$ cat src/rtl/uart_cmd_pkg.sv
// Shared state encoding and constants for the UART command parser.
package uart_cmd_pkg;

    localparam int OPC_W = 8;

    typedef enum logic [3:0] {
        S_IDLE    = 4'b0001,
        S_OPERAND = 4'b0010,
        S_OPCODE  = 4'b0100,
        S_COMMIT  = 4'b1000
    } cmd_state_t;

    // The inter-byte timer only runs while a frame is partially received.
    function automatic logic in_frame(input cmd_state_t s);
        return (s == S_OPERAND) || (s == S_OPCODE);
    endfunction

endpackage

$ cat src/rtl/uart_byte_timer.sv
// Clearable inter-byte timeout counter; expired is asserted in the cycle the
// next increment would reach TIMEOUT_CYC, so the owner's registered flag lands on that edge.
module uart_byte_timer #(
    parameter int TIMEOUT_CYC = 1_000_000
) (
    input  logic clock,
    input  logic resetn,
    input  logic clear,
    input  logic enable,
    output logic expired
);

    generate
        if (TIMEOUT_CYC == 0) begin : g_off
            logic unused_s;
            assign unused_s = clear ^ enable;
            assign expired  = 1'b0;
        end else begin : g_on
            localparam int CW = $clog2(TIMEOUT_CYC + 1);
            localparam logic [CW-1:0] LAST = CW'(TIMEOUT_CYC - 1);
            logic [CW-1:0] count_r;

            // Idle-cycle counter, restarted by every accepted byte and held at zero outside a frame.
            always_ff @(posedge clock or negedge resetn) begin
                if (!resetn) begin
                    count_r <= '0;
                end else if (clear || !enable) begin
                    count_r <= '0;
                end else begin
                    count_r <= count_r + CW'(1'b1);
                end
            end

            assign expired = enable && !clear && (count_r == LAST);
        end
    endgenerate

endmodule

$ cat src/rtl/uart_cmd_parser.sv
// Assembles NOPS operands of OPW bits plus an opcode byte from a UART byte
// stream into one command held on a valid/ready output.
module uart_cmd_parser
    import uart_cmd_pkg::*;
#(
    parameter int OPW         = 16,
    parameter int NOPS        = 2,
    parameter int TIMEOUT_CYC = 1_000_000
) (
    input  logic                 clock,
    input  logic                 resetn,
    input  logic                 rx_ready,
    input  logic [7:0]           rx_data,
    output logic [NOPS*OPW-1:0]  operands,
    output logic [OPC_W-1:0]     opcode,
    output logic                 cmd_valid,
    input  logic                 cmd_ready,
    output logic                 drop,
    output logic                 timeout_err,
    output logic [3:0]           state_id
);

    localparam int AW = NOPS * OPW;
    localparam int NB = AW / 8;
    localparam int CW = $clog2(NB + 1);
    localparam logic [CW-1:0] NB_C = CW'(NB);
    localparam cmd_state_t FIRST_NEXT = (NB == 1) ? S_OPCODE : S_OPERAND;

    cmd_state_t          state_r;
    logic [CW-1:0]       cnt_r;
    logic [CW-1:0]       cnt_inc_s;
    logic [AW-1:0]       asm_r;
    logic [AW-1:0]       asm_shift_s;
    logic [AW-1:0]       operands_r;
    logic [OPC_W-1:0]    opc_stage_r;
    logic [OPC_W-1:0]    opcode_r;
    logic                cmd_valid_r;
    logic                drop_r;
    logic                timeout_err_r;
    logic                expired_s;
    logic                timer_en_s;

    assign asm_shift_s = (asm_r << 4'd8) | AW'(rx_data);
    assign cnt_inc_s   = cnt_r + CW'(1'b1);
    assign timer_en_s  = in_frame(state_r);

    uart_byte_timer #(
        .TIMEOUT_CYC (TIMEOUT_CYC)
    ) u_timer (
        .clock   (clock),
        .resetn  (resetn),
        .clear   (rx_ready),
        .enable  (timer_en_s),
        .expired (expired_s)
    );

    // Frame FSM, staging registers and the held command slot.
    always_ff @(posedge clock or negedge resetn) begin
        if (!resetn) begin
            state_r       <= S_IDLE;
            cnt_r         <= '0;
            asm_r         <= '0;
            opc_stage_r   <= '0;
            operands_r    <= '0;
            opcode_r      <= '0;
            cmd_valid_r   <= 1'b0;
            drop_r        <= 1'b0;
            timeout_err_r <= 1'b0;
        end else begin
            drop_r        <= 1'b0;
            timeout_err_r <= 1'b0;
            if (cmd_valid_r && cmd_ready) begin
                cmd_valid_r <= 1'b0;
            end
            case (state_r)
                S_IDLE: begin
                    if (rx_ready) begin
                        asm_r   <= asm_shift_s;
                        cnt_r   <= CW'(1'b1);
                        state_r <= FIRST_NEXT;
                    end
                end
                S_OPERAND: begin
                    if (rx_ready) begin
                        asm_r <= asm_shift_s;
                        cnt_r <= cnt_inc_s;
                        if (cnt_inc_s == NB_C) begin
                            state_r <= S_OPCODE;
                        end
                    end else if (expired_s) begin
                        timeout_err_r <= 1'b1;
                        cnt_r         <= '0;
                        state_r       <= S_IDLE;
                    end
                end
                S_OPCODE: begin
                    if (rx_ready) begin
                        opc_stage_r <= rx_data;
                        state_r     <= S_COMMIT;
                    end else if (expired_s) begin
                        timeout_err_r <= 1'b1;
                        cnt_r         <= '0;
                        state_r       <= S_IDLE;
                    end
                end
                S_COMMIT: begin
                    // A slot being consumed this very cycle can take the new command.
                    if (!cmd_valid_r || cmd_ready) begin
                        operands_r  <= asm_r;
                        opcode_r    <= opc_stage_r;
                        cmd_valid_r <= 1'b1;
                    end else begin
                        drop_r <= 1'b1;
                    end
                    if (rx_ready) begin
                        asm_r   <= asm_shift_s;
                        cnt_r   <= CW'(1'b1);
                        state_r <= FIRST_NEXT;
                    end else begin
                        state_r <= S_IDLE;
                    end
                end
                default: begin
                    cnt_r   <= '0;
                    state_r <= S_IDLE;
                end
            endcase
        end
    end

    assign operands    = operands_r;
    assign opcode      = opcode_r;
    assign cmd_valid   = cmd_valid_r;
    assign drop        = drop_r;
    assign timeout_err = timeout_err_r;
    assign state_id    = state_r;

endmodule

$ cat config.mk
export PLATFORM = sky130hd
export DESIGN_NAME = uart_cmd_parser
export DESIGN_NICKNAME = d
export VERILOG_FILES = /design/src/rtl/uart_cmd_pkg.sv /design/src/rtl/uart_byte_timer.sv /design/src/rtl/uart_cmd_parser.sv
export SDC_FILE = /design/constraint.sdc
export NUM_CORES = 1
export LEC_CHECK = 0
export BUFFER_PORTS_ARGS = -buffer_cell sky130_fd_sc_hd__buf_2
export CORE_ASPECT_RATIO = 1.4
export CORE_UTILIZATION = 51
export DETAILED_ROUTE_END_ITERATION = 10
export GPL_TIMING_DRIVEN = 1
export HOLD_SLACK_MARGIN = 0.12
export MAX_ROUTING_LAYER = met4
export PLACE_DENSITY = 0.79
export SLEW_MARGIN = 20
export SYNTH_ARGS = -nofsm -noshare
export SYNTH_HDL_FRONTEND = slang
export SYNTH_SLANG_ARGS = --single-unit
$ cat constraint.sdc
create_clock -name clock -period 3.5 [get_ports clock]
set_input_delay 0.35 -clock clock [delete_from_list [all_inputs] [get_ports clock]]
set_output_delay 0.35 -clock clock [all_outputs]
set_load 0.01 [all_outputs]
==> results of run 1 <==
-- final timing paths --
path	from	endpoint	slack, ns
max in group asynchronous	resetn	operands[26]	2.54
min in group clock	rx_data[5]	opc_stage_r[5]	0.25
min reg2reg	cnt_r[2]	cnt_r[2]	0.50
max reg2reg	state_id[1]	operands[28]	1.08
min	resetn	state_id[2]	0.13
max	state_id[1]	operands[28]	1.08
-- flip-flops by register name (all words and copies together), names as in the netlist --
signal                cells
state_id                  4
opc_stage_r               8
drop                      1
timeout_err               1
u_timer.g_on.count_r     20
opcode                    8
cmd_valid                 1
cnt_r                     3
operands                 32
asm_r                    32
-- cell families (layout without fill, tap and decap cells) --
kind of cell | Yosys count | count (layout) | share of synthesized area
compound gates | 29 | 29 | 0.04101
xor+xnor | 16 | 16 | 0.03042
fa+ha+maj | 3 | 3 | 0.008149
buf+inv | 26 | 87 | 0.02607
flops | 110 | 110 | 0.5978
mux | 80 | 80 | 0.1955
simple gates | 84 | 84 | 0.1010
-- power groups by stage --
stage / clock network (mW) / logic (mW) / registers [mW]
5_1_grt: 1.28 / 0.712 / 1.78
3_3_place_gp: 0 / 0.625 / 1.74
6_report: 1.22 / 0.649 / 1.74
2_1_floorplan: 0 / 0.530 / 1.69
3_5_place_dp: 0 / 0.656 / 1.76
4_1_cts: 1.23 / 0.661 / 1.74
-- final cells by class --
| type | instances | area, µm² | area share |
|---|---|---|---|
| clock inverter | 6 | 133.9 | 0.02509 |
| tap | 105 | 131.4 | 0.02462 |
| sequential | 110 | 2754 | 0.5161 |
| timing repair buffer | 61 | 315.3 | 0.05909 |
| clock buffer | 10 | 229.0 | 0.04291 |
| multi-input combinational | 212 | 1735 | 0.3252 |
| inverter | 10 | 37.54 | 0.007034 |
-- metal layers --
layer / share of wire / track usage
met5: 0 / -
met4: 0.011 / 0.08304
met3: 0.036 / 0.03426
met2: 0.55 / 0.3455
met1: 0.41 / 0.2428
-- per-stage QoR --
step | util | worst slack, ns
after global routing | 0.6163 | 0.8306
after CTS | 0.6163 | 1.046
after floorplan | - | 1.591
final | 0.6163 | 1.081
after global placement | 0.5744 | 1.209
after detailed placement | 0.5744 | 1.109
-- layout by cell type, fill, tap and decap left out, types with 6 or more instances in the layout --
cell	netlist	routed
nand2_1	9	8
dfrtp_1	109	109
clkbuf_16	0	9
nor4_1	6	6
xnor2_1	13	13
mux2_2	80	80
o21ai_0	8	8
a21oi_1	6	6
inv_1	10	10
nor2_1	26	26
buf_2	8	57
nand3_1	8	8
==> results_dict.tcl, run 1 <==
set metrics [dict create \
    status "completed" \
    root_buffer "clkbuf_16" \
    cts_setup_buffers 0 \
    critical-path-top-delay-family "simple AND/OR/NAND/NOR gates" \
    num_vias 2848 \
    clock_latency_ns 0.34 \
    period_share 0.6912 \
    crit_path_cell_trace "nor4b_1, nand2_2, mux2_2" \
    crit_type "reg2reg" \
    dp.cells 498 \
    antenna_found_initial 0 \
    synthTopCellsByCount "dfrtp_1, mux2_2, nor2_1" \
    synthFlopType "dfrtp_1" \
    core_area_um2 8658 \
    reg2reg_depth 3 \
    nNetsFinal 419 \
    maxCapViolations 0 \
    design.die.area_um2 9423 \
    crit_required_ns 3.73 \
    stdcell_area_um2 5336 \
    period_needed_ns 2.419 \
    end_kind "register" \
    ys_top_cells_by_area "dfrtp_1, mux2_2, xnor2_1, nor2_1, buf_2" \
    rsz0062_at_grt "no" \
    synth_area_um2 4607 \
    cts_num_sinks 110 \
    cp_max_fo 40 \
    yosysWarnings 0 \
    power_leakage_nw 2.597 \
    cp.depth 3 \
    grt_max_degree 74 \
    power_switching_mw 0.9343 \
    io_buffers 58 \
    clock.fmax_ghz 0.4133 \
    drv_slew 0 \
    numCtsBuffers 9 \
    drc 0 \
    synth_most_common_cell "dfrtp_1" \
    crit_path_max_incr_delay_ns 0.67 \
    place_area_um2 4974 \
    cts_tree "done" \
    grt_pass1_vias 2898 \
    hold_ws_ns 0.1271 \
    n_fill_cell 684 \
    die_height_um 114.5 \
    cts.clk_slew.worst_paths_ns 0.07 \
    hold_class "in2async" \
    power.density_nw_per_um2 675.6 \
    cts.path.max_buffers 2 \
    ctsResizeCount 0 \
    worst-path-buf-inv 0 \
    syn_avg_cell_area_um2 13.24 \
    wire_per_inst_um 16.54 \
    synth_cell_types 44 \
    setup_viol 0 \
    drive_gt1_frac 0.4034 \
    synth-seq-cells 110 \
    holdBufCountCts 0 \
    tns_ns 0 \
    synth-edff-count 0 \
    io_pins 59 \
    p_seq_frac 0.482 \
    firstDrtPassIters 4 \
    synth_fp_nets 363 \
    relSlewSlack 0.3465 \
    area_delta_synth_final_pct 15.83 \
    ir_drop_uv 499.5 \
    die_w_um 82.33 \
    yosysTopAreaCell "dfrtp_1" \
    p_int_mw 2.671 \
    gr-total-overflow 0 \
    cp-start-kind "register" \
    drt_iter0_markers 136 \
    stdcell_count 514 \
    total_power_mw 3.606 \
    viasPerCell 5.541 \
    gp_congestion 0.8173 \
    routed_wl_um 8502 \
    hold_viol 0 \
    async_reset_ff_frac 1.000 \
    ant_nets 0 \
    crit_arrival_ns 2.65 \
    swShare 0.2591 \
    grt_use_total 0.2061 \
    initial_utilization 0.5321 \
    yosysSeqAreaShare 0.5978 \
    place_hpwl_um 5666 \
    htreeDepth 3 \
    diodes 0 \
    grt_pass1_wl_um 14070 \
    synth_top_area_share 0.5921 \
    clock_power_share 0.338 \
    syn_inst 348 \
    combPwrFrac 0.180 \
    skew_ns 0.009229 \
    rows 40 \
    worst_pin_slew_ns 0.9768 \
    worst_path_max_delay_cell "nand2_2" \
]
Power figures use the tool's default switching activity.
==> run 2: changes to the inputs <==
==> constraint.sdc (replaced) <==
create_clock -name clock -period 2.5 [get_ports clock]
set_input_delay 0.25 -clock clock [delete_from_list [all_inputs] [get_ports clock]]
set_output_delay 0.25 -clock clock [all_outputs]
set_load 0.01 [all_outputs]
==> results_dict.tcl, run 2 (synthesis gave the netlist of run 1 again) <==
set metrics [dict create \
    status "completed" \
    hold_viol 0 \
    nNetsFinal 421 \
    cts_num_sinks 110 \
    viasPerCell 5.560 \
    initial_utilization 0.5321 \
    whs_endpoint "opc_stage_r[5]" \
    grt_pass1_wl_um 14460 \
    place_hpwl_um 5619 \
    routed_wl_um 8521 \
    r2r_start "state_id[1]" \
    drv_slew 0 \
    final_cell_mix "dfrtp_1, mux2_2, buf_2, nor2_1, xnor2_1" \
    die_w_um 82.33 \
    tns_ns 0 \
    power_switching_mw 1.346 \
    cts_tree "done" \
    hold_ws_ns 0.1478 \
    antenna_found_initial 0 \
    stdcell_area_um2 5334 \
    stdcell_count 516 \
    rr_endpoint "operands[23]" \
    cts_setup_buffers 0 \
    p_seq_frac 0.497 \
    area_delta_synth_final_pct 15.78 \
    end_kind "register" \
    combPwrFrac 0.184 \
    finalWorstSetupSlack_ns 0.4451 \
    crit_arrival_ns 2.28 \
    cp-start-kind "register" \
    clock_latency_ns 0.34 \
    drive_gt1_frac 0.4063 \
    firstDrtPassIters 4 \
    core_area_um2 8658 \
    gp_congestion 0.7952 \
    power.density_nw_per_um2 918.4 \
    numCtsBuffers 9 \
    drt_iter0_markers 171 \
    hold_class "in2reg" \
    io_buffers 58 \
    cts.clk_slew.worst_paths_ns 0.07 \
    holdBufCountCts 1 \
    rsz0062_at_grt "no" \
    crit_required_ns 2.73 \
    root_buffer "clkbuf_16" \
    wire_per_inst_um 16.51 \
    holdPathStages 2 \
    grt_pass1_vias 2936 \
    hold_start "rx_data[5]" \
    n_fill_cell 664 \
    reg2reg_slack_ns 0.45 \
    reg2reg_depth 4 \
    seq_area_um2 2754 \
    p_int_mw 3.552 \
    clock.fmax_ghz 0.4866 \
    ctsResizeCount 0 \
    dp.cells 499 \
    design.die.area_um2 9423 \
    setup_viol 0 \
    relSlewSlack 0.4949 \
    maxCapViolations 0 \
    period_share 0.8220 \
    ir_drop_uv 709.3 \
    drc 0 \
    skew_ns 0.005032 \
    utilization 0.6160 \
    diodes 0 \
    period_needed_ns 2.055 \
    worst_pin_slew_ns 0.7576 \
    rows 40 \
    mostFrequentLayoutCell "dfrtp_1" \
    gr-total-overflow 0 \
    total_power_mw 4.898 \
    cts.path.max_buffers 2 \
    multi_input_area_um2 1735 \
    ant_nets 0 \
    htreeDepth 3 \
    cp_max_fo 40 \
    power_leakage_nw 2.592 \
    num_vias 2869 \
    die_height_um 114.5 \
    grt_use_total 0.2116 \
    io_pins 59 \
    swShare 0.2748 \
    clock_power_share 0.319 \
    place_ws_ns 0.5811 \
    crit_type "reg2reg" \
    grt_max_degree 61 \
    place_area_um2 4994 \
]
[run 2: how the worst max path moves through the flow]
| stage | slack, ns | to | startpoint |
|---|---|---|---|
| 6_report | 0.45 | operands[23] | state_id[1] |
| 5_1_grt | 0.36 | operands[23] | state_id[1] |
| 4_1_cts | 0.45 | operands[21] | state_id[1] |
| 3_5_place_dp | 0.58 | timeout_err | state_id[1] |
| 3_3_place_gp | 0.58 | asm_r[9] | state_id[3] |
| 2_1_floorplan | 0.59 | asm_r[3] | state_id[0] |
[run 2: layout make-up]
cell class / instances / share of cell area
sequential: 110 / 0.5163
multi-input combinational: 212 / 0.3254
timing repair buffer: 63 / 0.06474
clock buffer: 9 / 0.04222
tap: 105 / 0.02463
clock inverter: 7 / 0.01970
inverter: 10 / 0.007037
[run 2: critical path, cell delays in order (launching register included)]
cell,delay [ns]
dfrtp_1,0.54
nor4b_1,0.61
nand2_2,0.09
buf_4,0.31
mux2_2,0.35
[run 2: layer usage]
metal / up-vias / GRT usage / part of all wire
met2: 52 / 0.3394 / 0.52
met1: 1465 / 0.2654 / 0.42
met4: 0 / 0.08889 / 0.020
met5: - / - / 0
li1: 1339 / - / -
met3: 13 / 0.03108 / 0.036
[run 2: power groups by stage]
stage                     registers (mW)  clock network, mW  logic [mW]
after floorplan                     2.36                  0       0.741
after global placement              2.45                  0       0.875
after detailed placement            2.48                  0       0.900
after CTS                           2.45               1.59       0.913
after global routing                2.49               1.65       0.995
final                               2.43               1.56       0.902
